`src/rtl/opcode_decode_stage.sv`:
```
// Registered opcode decoder with a valid/ready handshake, a 2-entry skid buffer and
// saturating statistics counters for decoded and illegal opcodes.
//
// buffer state (or_valid, sr_valid) | meaning
//   EMPTY (0,0)                     | nothing held, next accept goes straight to the output register
//   ONE   (1,0)                     | output register holds the oldest opcode
//   FULL  (1,1)                     | skid register holds a second opcode, in_ready is low
module opcode_decode_stage #(
  parameter int                 OPW          = 8,
  parameter int                 GW           = OPW / 2,
  parameter logic [(2**GW)-1:0] SUB_MASK     = 16'h9002,
  parameter logic [(2**GW)-1:0] ILLEGAL_MASK = 16'h0000,
  parameter int                 CNT_W        = 16
) (
  input  logic                clk,
  input  logic                rst,
  input  logic                flush,
  input  logic                in_valid,
  output logic                in_ready,
  input  logic [OPW-1:0]      in_opcode,
  output logic                out_valid,
  input  logic                out_ready,
  output logic [(2**GW)-1:0]  out_group,
  output logic [3:0]          out_sub,
  output logic [OPW-GW-1:0]   out_raw,
  output logic                out_illegal,
  output logic [CNT_W-1:0]    dec_count,
  output logic [CNT_W-1:0]    ill_count
);

  localparam int NG = 2**GW;
  localparam int RW = OPW - GW;

  typedef struct packed {
    logic [NG-1:0] grp;
    logic [3:0]    sub;
    logic [RW-1:0] raw;
    logic          ill;
  } payload_t;

  payload_t      dec_p;
  payload_t      or_p;
  payload_t      sr_p;
  logic          or_valid;
  logic          sr_valid;
  logic [GW-1:0] grp_idx;
  logic          accept;
  logic          consume;
  logic          or_load;

  always_comb begin
    grp_idx   = in_opcode[OPW-1:RW];
    dec_p     = '0;
    dec_p.grp = {{(NG-1){1'b0}}, 1'b1} << grp_idx;
    dec_p.sub = SUB_MASK[grp_idx] ? (4'b0001 << in_opcode[1:0]) : 4'b0000;
    dec_p.raw = in_opcode[RW-1:0];
    dec_p.ill = ILLEGAL_MASK[grp_idx];
  end

  assign in_ready = ~sr_valid & ~rst;
  // A flushed cycle drops whatever is presented on the input.
  assign accept   = in_valid & in_ready & ~flush;
  assign consume  = or_valid & out_ready;
  assign or_load  = ~or_valid | consume;

  always_ff @(posedge clk) begin
    if (rst) begin
      or_valid  <= 1'b0;
      sr_valid  <= 1'b0;
      or_p      <= '0;
      sr_p      <= '0;
      dec_count <= '0;
      ill_count <= '0;
    end else begin
      if (consume) begin
        if (dec_count != {CNT_W{1'b1}}) dec_count <= dec_count + 1'b1;
        if (or_p.ill && (ill_count != {CNT_W{1'b1}})) ill_count <= ill_count + 1'b1;
      end
      if (flush) begin
        or_valid <= 1'b0;
        sr_valid <= 1'b0;
      end else if (or_load) begin
        if (sr_valid) begin
          or_p     <= sr_p;
          or_valid <= 1'b1;
          sr_valid <= 1'b0;
        end else if (accept) begin
          or_p     <= dec_p;
          or_valid <= 1'b1;
        end else begin
          or_valid <= 1'b0;
        end
      end else if (accept) begin
        sr_p     <= dec_p;
        sr_valid <= 1'b1;
      end
    end
  end

  assign out_valid   = or_valid;
  assign out_group   = or_p.grp;
  assign out_sub     = or_p.sub;
  assign out_raw     = or_p.raw;
  assign out_illegal = or_p.ill;

endmodule

```
`config.mk`:
```
export PLATFORM = sky130hd
export DESIGN_NAME = opcode_decode_stage
export DESIGN_NICKNAME = d
export VERILOG_FILES = /design/src/rtl/opcode_decode_stage.sv
export SDC_FILE = /design/constraint.sdc
export NUM_CORES = 1
export LEC_CHECK = 0
export ABC_AREA = 1
export CORE_MARGIN = 10
export CORE_UTILIZATION = 30
export CTS_BUF_LIST = sky130_fd_sc_hd__clkbuf_16
export DETAILED_ROUTE_END_ITERATION = 8
export SETUP_SLACK_MARGIN = 0.4
export SLEW_MARGIN = 20
export SYNTH_ARGS = -nofsm -noshare
export SYNTH_HDL_FRONTEND = slang
export SYNTH_SLANG_ARGS = --single-unit
```
`constraint.sdc`:
```
create_clock -name clk -period 1.3 [get_ports clk]
set_input_delay 0.325 -clock clk [delete_from_list [all_inputs] [get_ports clk]]
set_output_delay 0.325 -clock clk [all_outputs]
set_load 0.1 [all_outputs]
```
# After elaboration in Yosys (flattened, before gate mapping)
# Memory sizes are Yosys's and may differ from the RTL's.
# Cells that the tools add are included.
word_totals:
  regBits: 84
  rom_bits: 32
  output_inout_bits: 59
  elab_cells: 46
  mem_count: 2
mem_list:
  columns: ["name", "depth", "width", "rd", "rd_clocked_by_memory_dff", "write_ports", "line", "text"]
  rows:
  - ["(name not given)", 16, 1, 1, 0, 0, "57", "dec_p.ill = ILLEGAL_MASK[grp_idx];"]
  - ["(name not given)", 16, 1, 1, 0, 0, "55", "dec_p.sub = SUB_MASK[grp_idx] ? (4'b0001 << in_opcode[1:0]) : 4'b0000;"]
classes:
  n_addsub: 2
  n_lt_le_gt_ge: 1
  n_eq_ne: 2
  shifts: 2
  n_mux: 7
  n_bitwise: 10
  n_reduce_logical: 8
ops:
  columns: ["op", "count"]
  rows:
  - ["2-to-1 mux 25 bit", 2]
  - ["adder 16 x 1 -> 16 bit (second input constant)", 2]
  - ["!= test 16 bit (second input constant)", 2]
  - ["<< shifter 1 x 4 -> 16 bit (first input constant)", 1]
  - ["AND reduction 3 bit", 2]
  - ["< comparator 4 x 5 -> 1 bit (second input constant)", 1]
  - ["inverter 1 bit", 5]
  - ["bitwise AND 1 bit", 4]
  - ["2-to-1 mux 1 bit", 4]
  - ["2-to-1 mux 4 bit", 1]
  - ["AND reduction 2 bit", 2]
  - ["<< shifter 1 x 2 -> 4 bit (first input constant)", 1]
  - ["OR reduction 3 bit", 1]
  - ["nonzero test 2 bit", 1]
  - ["OR reduction 2 bit", 1]
  - ["logical AND 1 bit", 1]
  - ["bitwise OR 1 bit", 1]

# Logic depth before layout (Yosys ltp)
logic_depth:
  depth_word: 6
  depth_mapped: 9
  mapped_depth_nobuf: 9

# Least setup slack after synthesis
# OpenSTA, ideal clock, no wires.
synth_timing:
  path_kind: "in2out"
  startpoint: "input port rst"
  endpoint: "output port in_ready"
  t_arrival_ns: 1.933
  required_time_ns: 0.975
  slack_ns: -0.958
  path_stages: 3
  path_cell_list: "buf_6 > clkbuf_1 > nor2_1"
synth_between:
  elab_chain_cells: 2
synth_rtl:
  columns: ["item", "line", "text"]
  rows:
  - ["from (decl)", "16", "input logic rst,"]
  - ["inverter 1 bit", "60", "assign in_ready = ~sr_valid & ~rst;"]
  - ["bitwise AND 1 bit", "60", null]
  - ["to (decl)", "19", "output logic in_ready,"]
# No other way between the ends.

# Final worst setup path
layout_timing:
  startpoint: "register sr_valid"
  endpoint: "output port in_ready"
layout_between:
  elab_chain_cells: 2
layout_rtl:
  columns: ["item", "line", "text"]
  rows:
  - ["from (decl)", "45", "logic sr_valid;"]
  - ["from (signal assigned)", "69", "sr_valid <= 1'b0;"]
  - ["from (signal assigned)", "81", "sr_valid <= 1'b0;"]
  - ["from (signal assigned)", "86", "sr_valid <= 1'b0;"]
  - ["inverter 1 bit", "60", null]
  - ["bitwise AND 1 bit", "60", null]
# No other way between the ends.

==> impl_results.md <==
- TritonCTS Sinks: 66
- Total GRT Usage: 14.5%
- Num CTS Buffers: 9
- Crit-path max FO: 2
- R2R cell count: 7
- Nature of the critical path endpoint: output pin
- Most frequent cells in the layout: 76 x buf_4, 61 x nor2_1, 57 x nand2_1, 53 x buf_12, 42 x dfxtp_4
- WHS Path Cells: 4
- Tcrit/Tclk final: 108%
- Initial Util: 30.5%
- Drt total wl: 12,300 um
- Remaining DRCs: 0
- Core Footprint: 11,300 sq um
- Share of cells above drive strength 1: ~62%
- Worst setup margin: -104 ps
- Setup slack, reg-to-reg: -90 ps
- Worst skew pair latency: 330 ps
- DP Wirelength: 7430 um
- Via density: 4.82
- H-tree depth: 3
- Pwr dens: 803 nW/um^2
- Hold buffer count at cts: 0
- Reg2Reg Capture Point: sr_p[22]
- Req. time, crit path: between 900 and 1000 ps
- CP Class: register to output pin
- Routed vias: 3,846
- Crit-path max cell delay: 350 ps
- Outcome: finished with violations
- Clock transition at the registers of the reported paths: 60 ps
- Worst min path class: input port to register
- Post-DP Area: 5220 sq um
- Port Buffers: 54
- Synthesized flop and latch total: 66
- R2R Path Start: sr_valid
- Unrepaired setup endpoints after global routing: yes
- Clk root buf: clkbuf_16
- Failing checks: negative setup slack
- Clk buf depth: 2
- Maximum operating frequency: 713 MHz
- Vias in the first global route: about 4,100
- WL per Instance: approximately 15 um
- Final Net Count: 669
- IO Pins: slightly above 70
- Post-Syn Instances: about 480
- Worst VDD drop: a little over 0.7 mV
- WHS Endpoint: out_group[0]
- Worst path arrival time: ~1100 ps
- Critical path cell sequence: buf_12, nor2_4, buf_12
- Drt pass-1 iters: 5
- Most common cell after layout, fill and taps aside: buf_4
- Setup Skew: 8.76 ps
- Setup slack after placement: -611 ps
- Endpoints failing hold: 0
- Max Slew Vio Count: 0
- Rows: 39
- Finished Layout Cells: 798
- Placed instance count: 722
- Layout area overhead: 99.2%
- Final setup viols: 28
- Initial antenna violation count: 0
- Total power draw: 5.52 mW
- Initial DRC Count: 190
- Ant. Diodes: 0
- Routability cong.: 0.825
- Syn Area/Cell: 7.16 sq um
- Crit path time final: 1400 ps
- Syn Std Cell Area: approximately 3400 sq um
- Pin count of the biggest net entering global routing: 38
- Sequential share of the synthesized area: 38.3%
- Leakage: about 2.8 nW
- Max stage delay cell, worst path: dfxtp_4
- Final Instance Area: around 6900 sq um
- Min-Delay Startpoint: rst
- Count of cell types in the netlist: 33
- Gr ovfl total: 0
- Yosys Warn Count: 0
- Die H: around 130 um
- Die Area: 16,200 sq um
- CTS tree: yes
- First-pass GRT wire length: 19,600 um
- Maxcap violations: 0
- Startpoint Class: register
- Die width: 127 um
- Cell mode on critical path: buf_12
- DRT antenna net count: 0
## worst max-delay path, delay by kind of cell (launching register included)
family                 cells  cell delay [ps]
flip-flops                 1              350
buffers and inverters      2              310
AND/OR/NAND/NOR            1               90
## flip-flops by register name, indices dropped and copies added (netlist names)
signal,cells
sr_p,24
dec_count,16
out_group,16
out_raw,4
out_sub,4
out_valid,1
sr_valid,1
## synth_stat cells
| library cell | instances | area [sq um] |
|---|---|---|
| nor3_2 | 1 | 10.0 |
| nor2_1 | 91 | 342 |
| nand3_2 | 1 | 10.0 |
| nor2_2 | 6 | 37.5 |
| buf_6 | 7 | 78.8 |
| a21oi_1 | 38 | 190 |
| buf_8 | 1 | 15.0 |
| buf_12 | 1 | 20.0 |
| nand3_1 | 25 | 125 |
| nand2_2 | 12 | 75.1 |
| nand2_1 | 78 | 293 |
| clkbuf_1 | 7 | 26.3 |
| a21oi_2 | 8 | 70.1 |
| o21ai_1 | 5 | 25.0 |
| conb_1 | 1 | 3.75 |
| dfxtp_1 | 66 | 1320 |
| nand4_1 | 4 | 25.0 |
| inv_2 | 4 | 15.0 |
| buf_4 | 21 | 158 |
| o21ai_2 | 5 | 43.8 |
| inv_1 | 32 | 120 |
| a211oi_2 | 2 | 25.0 |
| inv_6 | 1 | 8.76 |
| ha_1 | 5 | 62.6 |
| buf_2 | 2 | 10.0 |
| nand2_4 | 3 | 33.8 |
| nand4_2 | 1 | 12.5 |
| and2_1 | 1 | 6.26 |
| nor3_1 | 3 | 15.0 |
| xor2_1 | 1 | 8.76 |
| nor2_8 | 1 | 20.0 |
| nand3b_1 | 1 | 7.51 |
| o21ai_0 | 47 | 235 |
## worst max-delay path by stage
stage | start | to | slack (ps)
final | sr_valid | in_ready | -100
after global routing | out_valid | sr_p[22] | -180
after CTS | sr_valid | in_ready | -130
after detailed placement | in_opcode[4] | out_sub[2] | -610
after global placement | in_opcode[4] | out_sub[1] | -580
after floorplan | rst | in_ready | -160
## kinds of logic after synthesis
family | synth area share (%)
buffers and inverters | 13.1
adder cells (fa/ha/maj) | 1.81
other | 0.109
AO/OA/AOI/OAI | 17.1
flip-flops | 38.3
AND/OR/NAND/NOR | 29.3
XOR/XNOR | 0.254
## cell type report
type,instances,area (sq um)
repair buffers,180,2260
well taps,143,179
multi-input cells,356,2460
inverters,37,170
clock buffers,9,225
repair inverters,1,11.3
fillers,914,4450
flip-flops and latches,66,1480
clock inverters,6,92.6
## metal layers
metal	up-vias	track usage, %	wire length, um
met4	0	6.03	395
met5	-	0	0
met2	110	27.0	6600
met3	29	4.05	764
li1	1873	-	-
met1	1834	14.9	4590
## where the power goes
group	internal, mW	switching (mW)	total (mW)
registers	1.97	0.0224	2.00
clock network	1.67	0.933	2.61
logic	0.283	0.635	0.918
## through the flow
stage / hold slack [ps] / utilization, % / TNS [ps]
final: 406 / 60.7 / -964
after global routing: 411 / 60.7 / -3570
after CTS: 401 / 57.4 / -377
after detailed placement: 455 / 46.1 / -28550
after global placement: 449 / 46.1 / -27520
after floorplan: 440 / - / -3550
## repair_timing
action	4_1_cts	5_1_grt
setup endpoints to repair	108	108
gates resized for setup	167	76
cloned	6	0
pin swaps	29	22
buffers inserted	41	14
Note: power is estimated with default switching activity, not from simulation.
==> variant 1, RTL diff (same settings) <==
Reset style: asynchronous (`rst`), changed in one clocked block.
--- a/src/rtl/opcode_decode_stage.sv
+++ b/src/rtl/opcode_decode_stage.sv
@@ -64,5 +64,5 @@
   assign or_load  = ~or_valid | consume;
 
-  always_ff @(posedge clk) begin
+  always_ff @(posedge clk or posedge rst) begin
     if (rst) begin
       or_valid  <= 1'b0;
Behaviour: differs if rst is asserted again (counterexample within 4 cycles, from zero or initial values and one cycle with rst high); with rst held inactive, the same outputs for 4 cycles.
==> variant 1 against the unedited design <==
The flow still finishes with violations (setup timing); highest routed layer unchanged; worst setup slack worse by 0.14 ns; critical path type is now primary input to register; clock skew is 0.0037 ns lower; sequential cell count stayed put; final area is 1.5% lower; routed wire length is 2.9% higher; area after synthesis is 0.83% higher.
Power is not compared: it rests on default switching activity, and its combinational part moved more than twofold at a synthesized area within 25%.
==> variant 1: results (changes against the unedited design) <==
Status = finished with violations
Failing checks = setup timing
Pre-antenna DRT Iters = 5 (unchanged)
Mux contribution to synthesized area = 0% (unchanged)
ANT nets after route = 0 (unchanged)
First-pass GRT wire length = 19,000 um (-3.5%)
Area contributors post-synth = dfrtp_1 (47%), nand2_1 (19%), nor2_1 (5.5%), buf_4 (4.7%), inv_1 (4.5%)
Final std cells w/o fill = 778 (-2.5%)
Clock buffer count from CTS = 9 (unchanged)
I/O Buffers = 54 (unchanged)
RR Startpoint = sr_valid$_DFFE_PP0P_
Primary FF master, synth = dfrtp_1
Worst Setup SP = in_opcode[7]
Setup-failing EPs final = 107 (+280%)
Number of flip-flops in the largest register = 24 (unchanged)
DR WL/cell = 16.3 um (+5.5%)
Worst r2r dst = out_sub[1]$_DFFE_PP0P_
Placed cell area = 5230 um2 (+0.22%)
Critical Path Sink = out_group[2]$_DFFE_PP0P_
Adder-cell share of the synthesized area = 1.80% (-0.015 points)
Hold crit path type = primary input to asynchronous set/reset pin
Placed insts = 710 (-1.7%)
Seq/Total Area, Yosys = 47.5% (+9.2 points)
First DRT Iteration DRCs = 245 (+29%)
Commonest cells in the netlist = nand2_1 (172), dfrtp_1 (66), nor2_1 (51)
Ys async rst share = 100% (+100 points)
Dpl hpwl = 7180 um (-3.3%)
Final nets = 648 (-3.1%)
Compound-Gate Fraction of Synth Area = 8.24% (-8.8 points)
DR vias/cell = 4.75 (-1.5%)
Worst Path Arrival = 1.82 ns (+0.74 ns)
Clock Skews = 0.00507 ns (-0.00369 ns)
Clock-pin transition on the worst setup and hold timing paths = 0.06 ns (about the same)
Fraction of final layout cells sized beyond drive strength 1 = 52.0% (-9.7 points)
Root buf cell = clkbuf_16
Cell variety after synth = 24 (-27%)
GRT Util Overall = 14.3% (-0.21 points)
CP Max Fanout = 4 (+2)
Setup tns final = -13.70 ns (-12.74 ns)
Ant diodes = 0 (unchanged)
Synth Instances = 467 (-3.1%)
Largest net degree at the start of global routing = 27 (-29%)
Reg2Reg Setup Slack = -0.23 ns (-0.14 ns)
H-tree levels = 3 (unchanged)
Setup ws final = -0.247 ns (-0.143 ns)
Yosys warns = 0 (unchanged)
XOR/XNOR share of the synthesized area = 1.01% (+0.75 points)
Routability cong. = 0.893 (+8.2%)
Leakage power = 3.19 nW
Worst Reg-to-Reg Cells = 10 (+3)
Vias in the first global route = 3,730 (-8.1%)
[variant 1: kinds of logic (layout without fill, tap and decap cells)]
kind of cell	count (synthesis)	after routing
AO/OA/AOI/OAI	55	55
XOR/XNOR	4	4
AND/OR/NAND/NOR	260	261
flip-flops	66	66
buffers and inverters	76	227
adder cells (fa/ha/maj)	5	5
other	1	17
[variant 1: stage by stage]
step / setup WS (ns) / hold slack [ns]
4_1_cts: -0.168 / 0.380
6_report: -0.247 / 0.408
3_5_place_dp: -0.646 / 0.519
3_3_place_gp: -0.622 / 0.503
2_1_floorplan: -0.382 / 0.463
5_1_grt: -0.285 / 0.422
[variant 1: final cells by class]
cell class	count	area, um2
well taps	143	179
flip-flops and latches	66	1810
repair buffers	169	2280
clock inverters	7	95.1
clock buffers	9	225
fillers	922	4600
multi-input cells	342	2010
inverters	42	169
[variant 1: timing repair]
| item | 4_1_cts | 5_1_grt |
|---|---|---|
| endpoints found under the setup margin | 108 | 108 |
| pin swaps | 23 | 38 |
| resized for setup | 89 | 98 |
| setup buffers | 30 | 11 |
| gates cloned | 8 | 3 |
| endpoints found under the hold margin | 0 | 0 |
[variant 1: report_power, final]
part | total [mW] | internal [mW] | switching, mW
Clock | 2.65 | 1.68 | 0.976
Sequential | 2.70 | 2.45 | 0.249
Combinational | 2.95 | 1.09 | 1.86
Total | 8.30 | 5.22 | 3.09
[variant 1: critical path, cell delays in order]
cell	delay, ns
clkdlybuf4s50_1	0.48
buf_4	0.18
nor3_1	0.31
nand2_1	0.15
o21ai_0	0.21
nand2_4	0.10
nand2_2	0.07
[variant 1: routing by layer]
metal | share of wire, % | track usage, % | up-vias
li1 | - | - | 1752
met1 | 38 | 15.7 | 1824
met2 | 55 | 25.4 | 90
met3 | 4.2 | 3.76 | 27
met4 | 3.1 | 6.03 | 0
met5 | 0 | 0 | -
==> variant 2, RTL diff (same settings) <==
Without the edit above. Change the parameter `CNT_W` from 16 to 24.
--- a/src/rtl/opcode_decode_stage.sv
+++ b/src/rtl/opcode_decode_stage.sv
@@ -11,5 +11,5 @@
   parameter logic [(2**GW)-1:0] SUB_MASK     = 16'h9002,
   parameter logic [(2**GW)-1:0] ILLEGAL_MASK = 16'h0000,
-  parameter int                 CNT_W        = 16
+  parameter int                 CNT_W        = 24
 ) (
   input  logic                clk,
Interface: changed (resized dec_count and ill_count); port bits go from 72 to 88. No check against the original RTL was run, so the function may have changed too.
==> variant 2 against the unedited design <==
The run still ends with setup timing left; total power up 7.6%; sequential power grew 12%; routed wire length is 17% higher; hold slack better by 0.035 ns; core utilization up 2.7 points; clock skew down 0.00085 ns; worst setup slack lost 0.16 ns; die area rose by 11%; critical path depth grew 6; area after synthesis up 13%; cell count is 19% higher; final area increased by 17%; sequential cell count is 8 higher; largest cell class is now non-clock buffers.
==> variant 2: results (changes against the unedited design) <==
Routability cong. = 0.847 (+2.7%)
Dpl hpwl = 9190 um (+24%)
Fraction of final layout cells sized beyond drive strength 1 = 60.3% (-1.4 points)
Max cap viols = 0 (unchanged)
Commonest cells in the netlist = nor2_1 (103), nand2_1 (101), dfxtp_1 (74)
Setup ws final = -0.265 ns (-0.162 ns)
I/O Buffers = 62 (+15%)
Ys async rst share = 0% (unchanged)
Seq/Total Area, Yosys = 38.1% (-0.17 points)
Clock-pin transition on the worst setup and hold timing paths = 0.07 ns
Final nets = 791 (+18%)
Max clock buf depth = 2 (unchanged)
Pre-antenna DRT Iters = 4 (-1)
Status = finished with violations
Failing checks = setup timing
Avg Cell Area, Syn = 6.99 um2 (-2.4%)
CP Max Fanout = 4 (+2)
Clock Skews = 0.00791 ns (-0.000847 ns)
Final std cells w/o fill = 950 (+19%)
Total wire length = 14,500 um (+17%)
Cell variety after synth = 32 (-3.0%)
Worst Path Arrival = 1.81 ns (+0.73 ns)
Max stage delay on crit path = 0.36 ns
First-pass GRT wire length = 22,100 um (+13%)
Leakage power = 3.25 nW (+15%)
Placed insts = 874 (+21%)
Primary FF master, synth = dfxtp_1
GRT Util Overall = 15.0% (+0.46 points)
GRT overflow = 0 (unchanged)
Largest net degree at the start of global routing = 24 (-37%)
Yosys warns = 0 (unchanged)
Setup-failing EPs final = 83 (+200%)
Initial antenna violation count = 0 (unchanged)
Area contributors post-synth = dfxtp_1 (38%), nor2_1 (10%), nand2_1 (9.8%), o21ai_0 (7.0%), a21oi_1 (5.7%)
CP max stage cell = dfxtp_4
Clock Latency Late Sink = 0.35 ns (+0.02 ns)
Filler Cell Count = 993 (+8.6%)
Via count = 4,493 (+17%)
Clock buffer count from CTS = 9 (unchanged)
Largest delay share family, worst path = simple AND/OR/NAND/NOR gates
First DRT Iteration DRCs = 239 (+26%)
Maximum VDD drop = 642 uV (-11%)
## variant 2: where the power goes
| group | switching, mW | internal, mW | leakage, nW | total [mW] |
|---|---|---|---|---|
| sequential | 0.0325 | 2.21 | 0.637 | 2.25 |
| clock | 1.05 | 1.48 | 0.151 | 2.53 |
| combinational | 0.817 | 0.342 | 2.47 | 1.16 |
## variant 2: layer usage
metal	up-vias	track usage (%)	routed length, um
met4	0	6.05	410
li1	2216	-	-
met3	38	4.78	841
met5	-	0	0
met1	2101	15.5	5490
met2	138	27.4	7760
## variant 2: worst min-delay path: stages
cell           delay, ns
dlygate4sd2_1       0.26
nor2_4              0.06
nand2_4             0.08
nor2_4              0.04
## variant 2: cells by family (layout without fill, tap and decap cells)
logic type      count (synthesis)  count (layout)  share of synthesized area [%]
buf+inv                        87             284                           12.7
simple gates                  274             275                           31.6
compound gates                113             113                           15.5
fa+ha+maj                       5               5                           1.61
flops                          74              74                           38.1
other cells                     1              25                         0.0965
xor+xnor                        2               2                          0.451
## variant 2: final timing paths
kind / startpoint / endpoint / slack [ns] / depth (start not counted)
worst max-delay path: dec_count[0]$_SDFFE_PP0P_ / dec_count[9]$_SDFFE_PP0P_ / -0.27 / 9
worst min-delay path: flush / sr_valid$_SDFFE_PP0P_ / 0.44 / 4
worst max register to register: dec_count[0]$_SDFFE_PP0P_ / dec_count[9]$_SDFFE_PP0P_ / -0.27 / 9
worst min register to register: sr_p[15]$_SDFFE_PP0P_ / sr_p[15]$_SDFFE_PP0P_ / 0.46 / 2
## variant 2: final cells by class
cell class / count / area [um2] / share of cell area (%)
clock buffer: 9 / 225 / 2.80
clock inverter: 7 / 68.8 / 0.856
tap: 172 / 215 / 2.68
inverter: 37 / 171 / 2.13
timing repair inverter: 1 / 6.26 / 0.0779
sequential: 74 / 1670 / 20.8
timing repair buffer: 230 / 2860 / 35.5
multi-input combinational: 420 / 2820 / 35.1
## variant 2: stage by stage
stage / TNS [ns] / instance area (um2) / setup WS [ns]
final: -10.88 / 8040 / -0.265
after detailed placement: -34.61 / 6230 / -0.625
after global placement: -32.92 / 6230 / -0.606
after floorplan: -11.80 / 4370 / -0.389
after global routing: -16.20 / 8040 / -0.355
after CTS: -8.65 / 7530 / -0.274
## variant 2: what timing repair did
| action | in CTS | in global routing |
|---|---|---|
| endpoints found under the setup margin | 124 | 124 |
| pin swaps | 40 | 33 |
| cloned | 8 | 1 |
| resized for setup | 193 | 86 |
| buffers inserted | 39 | 12 |
